$ cat src/rtl/axi_lite_reg_slave_if.sv
// AXI-Lite bus bundle with the master and slave views used by the register front end.
interface AXI_LITE #(
  parameter int unsigned ADDR_WIDTH = 8,
  parameter int unsigned DATA_WIDTH = 32
);
  logic [ADDR_WIDTH-1:0]   awaddr;
  logic [2:0]              awprot;
  logic                    awvalid;
  logic                    awready;
  logic [DATA_WIDTH-1:0]   wdata;
  logic [DATA_WIDTH/8-1:0] wstrb;
  logic                    wvalid;
  logic                    wready;
  logic [1:0]              bresp;
  logic                    bvalid;
  logic                    bready;
  logic [ADDR_WIDTH-1:0]   araddr;
  logic [2:0]              arprot;
  logic                    arvalid;
  logic                    arready;
  logic [DATA_WIDTH-1:0]   rdata;
  logic [1:0]              rresp;
  logic                    rvalid;
  logic                    rready;

  modport Master (
    output awaddr, awprot, awvalid, wdata, wstrb, wvalid, bready, araddr, arprot, arvalid, rready,
    input  awready, wready, bresp, bvalid, arready, rdata, rresp, rvalid
  );

  modport Slave (
    input  awaddr, awprot, awvalid, wdata, wstrb, wvalid, bready, araddr, arprot, arvalid, rready,
    output awready, wready, bresp, bvalid, arready, rdata, rresp, rvalid
  );
endinterface

$ cat src/rtl/axi_lite_reg_slave.sv
// AXI-Lite register bank: read/write control registers driven out, read-only status registers in.
module axi_lite_reg_slave #(
  parameter int unsigned ADDR_WIDTH = 8,
  parameter int unsigned DATA_WIDTH = 32,
  parameter int unsigned NUM_RW     = 6,
  parameter int unsigned NUM_RO     = 2
) (
  input  logic                         clk,
  input  logic                         rst,
  AXI_LITE.Slave                       s_axi,
  output logic [NUM_RW*DATA_WIDTH-1:0] ctrl_q,
  output logic [NUM_RW-1:0]            ctrl_wr,
  input  logic [NUM_RO*DATA_WIDTH-1:0] status_i
);
  localparam int unsigned STRB_W = DATA_WIDTH / 8;
  localparam int unsigned LSB    = $clog2(STRB_W);
  localparam int unsigned IDX_W  = ADDR_WIDTH - LSB;

  typedef enum logic {W_IDLE, W_RESP} w_state_t;
  typedef enum logic {R_IDLE, R_RESP} r_state_t;

  w_state_t w_state;
  r_state_t r_state;

  logic                              aw_held;
  logic                              w_held;
  logic [IDX_W-1:0]                  aw_idx;
  logic [DATA_WIDTH-1:0]             wdata_q;
  logic [STRB_W-1:0]                 wstrb_q;
  logic [NUM_RW-1:0][DATA_WIDTH-1:0] regs;

  logic                  aw_hs_c;
  logic                  w_hs_c;
  logic                  commit_c;
  logic                  wr_ok_c;
  logic [IDX_W-1:0]      wr_idx_c;
  logic [DATA_WIDTH-1:0] wr_data_c;
  logic [STRB_W-1:0]     wr_strb_c;
  logic [IDX_W-1:0]      rd_idx_c;
  logic [DATA_WIDTH-1:0] rd_data_c;
  logic                  rd_ok_c;
  logic                  unused;

  assign ctrl_q = regs;
  assign unused = ^{s_axi.awprot, s_axi.arprot, s_axi.awaddr[LSB-1:0], s_axi.araddr[LSB-1:0]};

  // A channel handshaking this cycle supplies its fields directly, otherwise the held copy is used.
  assign aw_hs_c   = s_axi.awvalid && s_axi.awready;
  assign w_hs_c    = s_axi.wvalid && s_axi.wready;
  assign commit_c  = (w_state == W_IDLE) && (aw_held || aw_hs_c) && (w_held || w_hs_c);
  assign wr_idx_c  = aw_hs_c ? s_axi.awaddr[ADDR_WIDTH-1:LSB] : aw_idx;
  assign wr_data_c = w_hs_c ? s_axi.wdata : wdata_q;
  assign wr_strb_c = w_hs_c ? s_axi.wstrb : wstrb_q;
  assign wr_ok_c   = 32'(wr_idx_c) < NUM_RW;
  assign rd_idx_c  = s_axi.araddr[ADDR_WIDTH-1:LSB];

  // Read mux over control registers then status inputs; anything else is a decode error.
  always_comb begin
    rd_data_c = '0;
    rd_ok_c   = 1'b0;
    for (int unsigned i = 0; i < NUM_RW; i++) begin
      if (32'(rd_idx_c) == i) begin
        rd_data_c = regs[i];
        rd_ok_c   = 1'b1;
      end
    end
    for (int unsigned i = 0; i < NUM_RO; i++) begin
      if (32'(rd_idx_c) == NUM_RW + i) begin
        rd_data_c = status_i[i*DATA_WIDTH +: DATA_WIDTH];
        rd_ok_c   = 1'b1;
      end
    end
  end

  always_ff @(posedge clk or posedge rst) begin
    if (rst) begin
      w_state       <= W_IDLE;
      aw_held       <= 1'b0;
      w_held        <= 1'b0;
      aw_idx        <= '0;
      wdata_q       <= '0;
      wstrb_q       <= '0;
      regs          <= '0;
      ctrl_wr       <= '0;
      s_axi.awready <= 1'b0;
      s_axi.wready  <= 1'b0;
      s_axi.bvalid  <= 1'b0;
      s_axi.bresp   <= 2'b00;
    end else begin
      ctrl_wr <= '0;
      case (w_state)
        W_IDLE: begin
          if (aw_hs_c) aw_idx <= s_axi.awaddr[ADDR_WIDTH-1:LSB];
          if (w_hs_c) begin
            wdata_q <= s_axi.wdata;
            wstrb_q <= s_axi.wstrb;
          end
          if (commit_c) begin
            aw_held       <= 1'b0;
            w_held        <= 1'b0;
            s_axi.awready <= 1'b0;
            s_axi.wready  <= 1'b0;
            s_axi.bvalid  <= 1'b1;
            s_axi.bresp   <= wr_ok_c ? 2'b00 : 2'b10;
            w_state       <= W_RESP;
            for (int unsigned i = 0; i < NUM_RW; i++) begin
              if (32'(wr_idx_c) == i) begin
                ctrl_wr[i] <= 1'b1;
                for (int unsigned j = 0; j < STRB_W; j++) begin
                  if (wr_strb_c[j]) regs[i][j*8 +: 8] <= wr_data_c[j*8 +: 8];
                end
              end
            end
          end else begin
            aw_held       <= aw_held || aw_hs_c;
            w_held        <= w_held || w_hs_c;
            s_axi.awready <= !(aw_held || aw_hs_c);
            s_axi.wready  <= !(w_held || w_hs_c);
          end
        end
        W_RESP: begin
          if (s_axi.bready) begin
            s_axi.bvalid  <= 1'b0;
            s_axi.awready <= 1'b1;
            s_axi.wready  <= 1'b1;
            w_state       <= W_IDLE;
          end
        end
        default: w_state <= W_IDLE;
      endcase
    end
  end

  always_ff @(posedge clk or posedge rst) begin
    if (rst) begin
      r_state       <= R_IDLE;
      s_axi.arready <= 1'b0;
      s_axi.rvalid  <= 1'b0;
      s_axi.rdata   <= '0;
      s_axi.rresp   <= 2'b00;
    end else begin
      case (r_state)
        R_IDLE: begin
          if (s_axi.arvalid && s_axi.arready) begin
            s_axi.rdata   <= rd_data_c;
            s_axi.rresp   <= rd_ok_c ? 2'b00 : 2'b10;
            s_axi.rvalid  <= 1'b1;
            s_axi.arready <= 1'b0;
            r_state       <= R_RESP;
          end else begin
            s_axi.arready <= 1'b1;
          end
        end
        R_RESP: begin
          if (s_axi.rready) begin
            s_axi.rvalid  <= 1'b0;
            s_axi.arready <= 1'b1;
            r_state       <= R_IDLE;
          end
        end
        default: r_state <= R_IDLE;
      endcase
    end
  end
endmodule

$ cat src/flat_wrapper.sv
// flat-port wrapper written by rule: the top's interface ports become plain ports
module axi_lite_reg_slave_flat 
#(
  parameter int unsigned ADDR_WIDTH = 8,
  parameter int unsigned DATA_WIDTH = 32,
  parameter int unsigned NUM_RW     = 6,
  parameter int unsigned NUM_RO     = 2
)
  (clk, rst, ctrl_q, ctrl_wr, status_i, s_axi_awaddr, s_axi_awprot, s_axi_awvalid, s_axi_wdata, s_axi_wstrb, s_axi_wvalid, s_axi_bready, s_axi_araddr, s_axi_arprot, s_axi_arvalid, s_axi_rready, s_axi_awready, s_axi_wready, s_axi_bresp, s_axi_bvalid, s_axi_arready, s_axi_rdata, s_axi_rresp, s_axi_rvalid);
  AXI_LITE #(.ADDR_WIDTH(ADDR_WIDTH), .DATA_WIDTH(DATA_WIDTH)) s_axi_i ();
  input  logic clk;
  input  logic rst;
  output logic [NUM_RW*DATA_WIDTH-1:0] ctrl_q;
  output logic [NUM_RW-1:0] ctrl_wr;
  input  logic [NUM_RO*DATA_WIDTH-1:0] status_i;
  input wire logic [$bits(s_axi_i.awaddr)-1:0] s_axi_awaddr;
  input wire logic [$bits(s_axi_i.awprot)-1:0] s_axi_awprot;
  input wire logic [$bits(s_axi_i.awvalid)-1:0] s_axi_awvalid;
  input wire logic [$bits(s_axi_i.wdata)-1:0] s_axi_wdata;
  input wire logic [$bits(s_axi_i.wstrb)-1:0] s_axi_wstrb;
  input wire logic [$bits(s_axi_i.wvalid)-1:0] s_axi_wvalid;
  input wire logic [$bits(s_axi_i.bready)-1:0] s_axi_bready;
  input wire logic [$bits(s_axi_i.araddr)-1:0] s_axi_araddr;
  input wire logic [$bits(s_axi_i.arprot)-1:0] s_axi_arprot;
  input wire logic [$bits(s_axi_i.arvalid)-1:0] s_axi_arvalid;
  input wire logic [$bits(s_axi_i.rready)-1:0] s_axi_rready;
  output wire logic [$bits(s_axi_i.awready)-1:0] s_axi_awready;
  output wire logic [$bits(s_axi_i.wready)-1:0] s_axi_wready;
  output wire logic [$bits(s_axi_i.bresp)-1:0] s_axi_bresp;
  output wire logic [$bits(s_axi_i.bvalid)-1:0] s_axi_bvalid;
  output wire logic [$bits(s_axi_i.arready)-1:0] s_axi_arready;
  output wire logic [$bits(s_axi_i.rdata)-1:0] s_axi_rdata;
  output wire logic [$bits(s_axi_i.rresp)-1:0] s_axi_rresp;
  output wire logic [$bits(s_axi_i.rvalid)-1:0] s_axi_rvalid;
  assign s_axi_i.awaddr = s_axi_awaddr;
  assign s_axi_i.awprot = s_axi_awprot;
  assign s_axi_i.awvalid = s_axi_awvalid;
  assign s_axi_i.wdata = s_axi_wdata;
  assign s_axi_i.wstrb = s_axi_wstrb;
  assign s_axi_i.wvalid = s_axi_wvalid;
  assign s_axi_i.bready = s_axi_bready;
  assign s_axi_i.araddr = s_axi_araddr;
  assign s_axi_i.arprot = s_axi_arprot;
  assign s_axi_i.arvalid = s_axi_arvalid;
  assign s_axi_i.rready = s_axi_rready;
  assign s_axi_awready = s_axi_i.awready;
  assign s_axi_wready = s_axi_i.wready;
  assign s_axi_bresp = s_axi_i.bresp;
  assign s_axi_bvalid = s_axi_i.bvalid;
  assign s_axi_arready = s_axi_i.arready;
  assign s_axi_rdata = s_axi_i.rdata;
  assign s_axi_rresp = s_axi_i.rresp;
  assign s_axi_rvalid = s_axi_i.rvalid;
  axi_lite_reg_slave #(.ADDR_WIDTH(ADDR_WIDTH), .DATA_WIDTH(DATA_WIDTH), .NUM_RW(NUM_RW), .NUM_RO(NUM_RO)) u_core (.clk(clk), .rst(rst), .s_axi(s_axi_i), .ctrl_q(ctrl_q), .ctrl_wr(ctrl_wr), .status_i(status_i));
endmodule
$ cat config.mk
export PLATFORM = sky130hd
export DESIGN_NAME = axi_lite_reg_slave_flat
export DESIGN_NICKNAME = d
export VERILOG_FILES = /design/src/rtl/axi_lite_reg_slave_if.sv /design/src/rtl/axi_lite_reg_slave.sv /design/src/flat_wrapper.sv
export SDC_FILE = /design/constraint.sdc
export NUM_CORES = 1
export LEC_CHECK = 0
export CORE_MARGIN = 2
export CORE_UTILIZATION = 45
export DETAILED_ROUTE_END_ITERATION = 8
export PLACE_DENSITY_LB_ADDON = 0.08
export SLEW_MARGIN = 10
export SYNTH_ARGS = -nofsm -noshare
export SYNTH_HDL_FRONTEND = slang
export SYNTH_SLANG_ARGS = --single-unit
$ cat constraint.sdc
create_clock -name clk -period 26.4 [get_ports clk]
set_input_delay 3.96 -clock clk [delete_from_list [all_inputs] [get_ports clk]]
set_output_delay 3.96 -clock clk [all_outputs]
set_load 0.03 [all_outputs]
# After elaboration in Yosys (flattened, before gate mapping)
# Index checks and enable logic that the tools add are counted.
dict set report word_totals {
  out_inout_bits 239
  inputBits 129
  elab_cells 149
  regBits 285
}
dict set report op_classes {
  eq_ne 16
  muxes 51
  magnitude_cmp 1
  n_bitwise 2
  reduce_logical 39
}
# cell count
set op_table {}
lappend op_table {{$mux 32} 9}
lappend op_table {{$reduce_and 4->1} 24}
lappend op_table {{$eq 6x3->1 const B} 6}
lappend op_table {{$mux 1} 29}
lappend op_table {{$eq 6x2->1 const B} 4}
lappend op_table {{$mux 6} 3}
lappend op_table {{$pmux 1 s2} 7}
lappend op_table {{$eq 6x1->1 const B} 2}
lappend op_table {{$logic_not 6->1} 2}
lappend op_table {{$reduce_and 2->1} 4}
lappend op_table {{$lt 6x3->1 const B} 1}
lappend op_table {{$logic_and 1x1->1} 5}
lappend op_table {{$mux 2} 2}
lappend op_table {{$mux 4} 1}
lappend op_table {{$ne 2x1->1 const B} 2}
lappend op_table {{$ne 2x2->1 const B} 2}
lappend op_table {{$logic_not 1->1} 2}
lappend op_table {{$logic_or 1x1->1} 2}
lappend op_table {{$not 1->1} 2}

# Longest topological paths before layout
dict set report depth {
  depth_word 10
  ltp_mapped 8
  depth_no_buf 5
}

# Worst setup path before layout
# Ideal clock, no wire load.
dict set report synth_timing {
  path_type {input to register}
  startpoint {input s_axi_awvalid}
  endpoint {register u_core.regs, in the netlist u_core.ctrl_q[64]}
  n_path_buf 1
  arrival_time_ns 5.543
  required_ns 26.275
  setup_time_ns 0.125
  slack_ns 20.732
  path_stages 6
  cell_sequence {a2111oi_4 -> nand2b_1 -> o22a_1 -> buf_2 -> nor3_4 -> mux2_2}
}
dict set report synth_between {
  elab_chain_len 5
  elab_cells_between_ends 7
  classes_between {eq/ne (1); mux (1); reduce/logical (5)}
}
# item line
set synth_lines {}
lappend synth_lines {{start, declared} flat_wrapper.sv:18} ;# input wire logic [$bits(s_axi_i.awvalid)-1:0] s_axi_awvalid;
lappend synth_lines {{$logic_and 1x1->1 *} axi_lite_reg_slave.sv:48} ;# assign aw_hs_c = s_axi.awvalid && s_axi.awready;
lappend synth_lines {{parallel branches: the longest is 3 deep, another holds $mux 6} --}
lappend synth_lines {{$reduce_and 4->1 (no source line) *} --}
lappend synth_lines {{end signal, assigned by index} axi_lite_reg_slave.sv:110} ;# if (wr_strb_c[j]) regs[i][j*8 +: 8] <= wr_data_c[j*8 +: 8];
lappend synth_lines {{end, declared} axi_lite_reg_slave.sv:30} ;# logic [NUM_RW-1:0][DATA_WIDTH-1:0] regs;
# Mark *: on every way between the ends.
# A chain may end at the register's enable or synchronous reset.

# Worst setup path after layout
dict set report layout_timing {
  startpoint {input s_axi_wvalid}
  endpoint {register u_core.regs, in the netlist u_core.ctrl_q[169]}
}
dict set report layout_between {
  elab_chain_len 4
  elab_cells_between_ends 6
  classes_between {mux (2); reduce/logical (4)}
}
# item line
set layout_lines {}
lappend layout_lines {{start, declared} flat_wrapper.sv:21} ;# input wire logic [$bits(s_axi_i.wvalid)-1:0] s_axi_wvalid;
lappend layout_lines {{$logic_and 1x1->1 *} axi_lite_reg_slave.sv:49} ;# assign w_hs_c = s_axi.wvalid && s_axi.wready;
lappend layout_lines {{$logic_or 1x1->1} axi_lite_reg_slave.sv:50} ;# assign commit_c = (w_state == W_IDLE) && (aw_held || aw_hs_c) && (w_held || w_hs_c);
lappend layout_lines {{$logic_and 1x1->1} axi_lite_reg_slave.sv:50}
lappend layout_lines {{$reduce_and 4->1 (no source line)} --}
# Every way passes the cells marked *; elsewhere a longest branch is shown, timed or not.

==> out/metrics.yaml <==
required_ns: 26.77
drt_first_pass_iters: 5
tns_ns: 0
clock_latency_ns: 0.55
final_cell_mix: "clkdlybuf4s50_1 (353), dfrtp_1 (283), mux2_2 (205)"
avgSynthCellArea_um2: 11.6
use_met2_pct: 45.5
timing.reg2reg.setup_slack_ns: 23.11
ys_seq_elements: 283
status: "finished clean"
synth.area.mux_share_pct: 23.7
initial_core_util_pct: 45.5
cts_buffer_depth: 3
cts_root_buffer: "clkbuf_16"
synth_xor_area_share_pct: 0
multi_input_area_um2: 6000
antenna_found_initial: 4
hold_buffers: 0
drv_slew: 0
grtUsageTotal_pct: 28.2
critPathMaxFanout: 62
die_x_um: 177
busiest_layer: "met2"
path_clk_slew_ns: 0.06
drive_gt1_share_pct: 20.3
p_leak_nw: 7.89
hold-worst-slack_ns: 0.466
h-tree-depth: 1
setup_violations: 0
max_slew_margin_pct: 22.4
hold_viol_final: 0
ys_warn_count: 0
peakVddDrop_v: 0.0000738
ff2ff_path_depth: 5
crit_type: "input pin to register"
drt_iter0_markers: 694
async_reset_ff_share_pct: 100
portBuffers: 355
routabilityCongestion: 0.867
grt_remaining_overflow: 0
mostFrequentLayoutCell: "clkdlybuf4s50_1"
min_from: "u_core.r_state"
synth.distinct_cells: 47
synthAdderAreaFrac_pct: 0
tightestPinTransition_ns: 1.16
nFillCells: 2482
synth_area_um2: 13400
cts_buffers: 31
detailed_place_hpwl_um: 31500
start_kind: "input pin"
post_cts_buffers: 0
hp-class: "register to register"
synth-edff-count: 0
core_um2: 29500
clkSinkCount: 283
die_h_um: 177
ys.flop_type: "dfrtp_1"
crit_path_end_kind: "register"
num_rows: 63
p_per_area_nw_per_um2: 111
rsz0062_at_grt: "no"
syn_inst: 1159
timing.rr.end: "u_core.ctrl_q[169]"
vias_per_cell: 5.64
grt_max_degree: 159
met1_usage_pct: 37.0
synth_top_family_by_area: "multiplexers"
drt-wirelength-per-cell_um: 23.4
grt_pass1_wl_um: 66400
fin_crit_ns: 6.78
max_freq_ghz: 0.147
drc: 0
syn_to_final_growth_pct: 35.9
ios: 368
final_util_pct: 61.9
yosysSeqAreaShare_pct: 52.7
min_path_cells: 1
fin_skew_ns: 0.00874
synthSimpleGateAreaFrac_pct: 8.61
drt-total-wl_um: 44400
hold_end: "u_core.s_axi.arready"
ctsResizeCount: 0
drtAntennaViolNets: 0
maxCapViolations: 0
die_area_um2: 31200
regArea_um2: 7080
fin_nets: 1611
synth-compound-area-share_pct: 12.0
cts_tree: "yes"
worstReg2RegStart: "u_core.s_axi.wready"
met3_usage_pct: 7.97
cp.arrival_ns: 7.16
grt_pass1_vias: 10800
min_period_over_period_pct: 25.7
routed-via-count: 10700
## layout make-up
class,count,share of cell area [%]
Sequential cell,283,38.8
Clock buffer,52,5.12
Timing Repair Buffer,366,20.0
Clock inverter,3,0.219
Antenna cell,6,0.0823
Tap cell,390,2.67
Multi-Input combinational cell,791,32.9
Inverter,9,0.226
## worst max path at each step
stage	start	end	slack, ns	cells after the start
final	s_axi_wvalid	u_core.ctrl_q[169]	19.62	6
after CTS	s_axi_wvalid	u_core.ctrl_q[169]	19.60	6
after global routing	s_axi_wvalid	u_core.ctrl_q[174]	19.29	7
after floorplan	rst	u_core.aw_held	14.63	1
after global placement	s_axi_wvalid	u_core.ctrl_q[169]	19.14	6
after detailed placement	s_axi_wvalid	u_core.ctrl_q[169]	19.04	6
## kinds of logic (layout without fill, tap and decap cells)
kind of cell	count (synthesis)	count (layout)
flops	283	283
mux	269	269
compound gates	263	263
simple gates	257	257
buf+inv	86	430
other cells	1	8
## power by group
| part | internal [W] | leakage [nW] | switching [W] |
|---|---|---|---|
| sequential | 0.000587 | 3.76 | 0.000129 |
| combinational | 0.000387 | 3.65 | 0.000500 |
| clock | 0.000247 | 0.477 | 0.000170 |
| total | 0.00122 | 7.89 | 0.000799 |
## worst max-delay path, stage by stage
cell and delay, ns:
clkdlybuf4s50_1 0.53, nand2_4 0.11, buf_4 0.76, a31oi_1 0.56
nor3_2 1.07, a21oi_1 0.15
## sequential cells by signal (all words and copies together), names as in the netlist, 4 cells and up
name,flops
u_core.aw_idx,6
u_core.ctrl_q,192
u_core.ctrl_wr,6
u_core.s_axi.rdata,32
u_core.wdata_q,32
u_core.wstrb_q,4
## metrics by stage
stage / worst slack, ns / power (W) / instance area (um2) / instances
global route: 19.29 / 0.00212 / 18200 / 1897
CTS: 19.60 / 0.00203 / 18200 / 1894
finish: 19.62 / 0.00202 / 18200 / 1900
global placement: 19.14 / 0.00159 / 17300 / 1839
detailed placement: 19.04 / 0.00161 / 17300 / 1839
floorplan: 14.63 / 0.00123 / 13400 / 1160
## layer usage
layer  part of all wire, %  routed length [um]
met1                    41               18300
met5                     0                   0
met3                   9.5                4200
met2                    46               20600
met4                   3.0                1340
## synth_stat cells (all sizes together) (2+ instances only)
cell type  instances  area (um2)
nand3              4        20.0
inv                9        33.8
a221oi            17         149
mux2             205        2310
nor2b              4        25.0
nand2             98         368
o21ai            111         556
or2                5        31.3
clkbuf            46         174
a21oi             73         365
o22a               3        26.3
nand2b             9        56.3
o22ai             20         125
a22oi              6        45.0
a2111oi            4         110
nor3              17         119
and3               9        56.3
a31oi              5        46.3
or3                4        25.0
a222oi             3        30.0
a32oi              3        26.3
a21o               3        22.5
mux4              19         428
o221ai             2        17.5
nor2              98         378
mux2i             45         450
and2               2        12.5
dfrtp            283        7080
buf               31         174
a211oi            12        90.1
(Power assumes the default switching activity.)
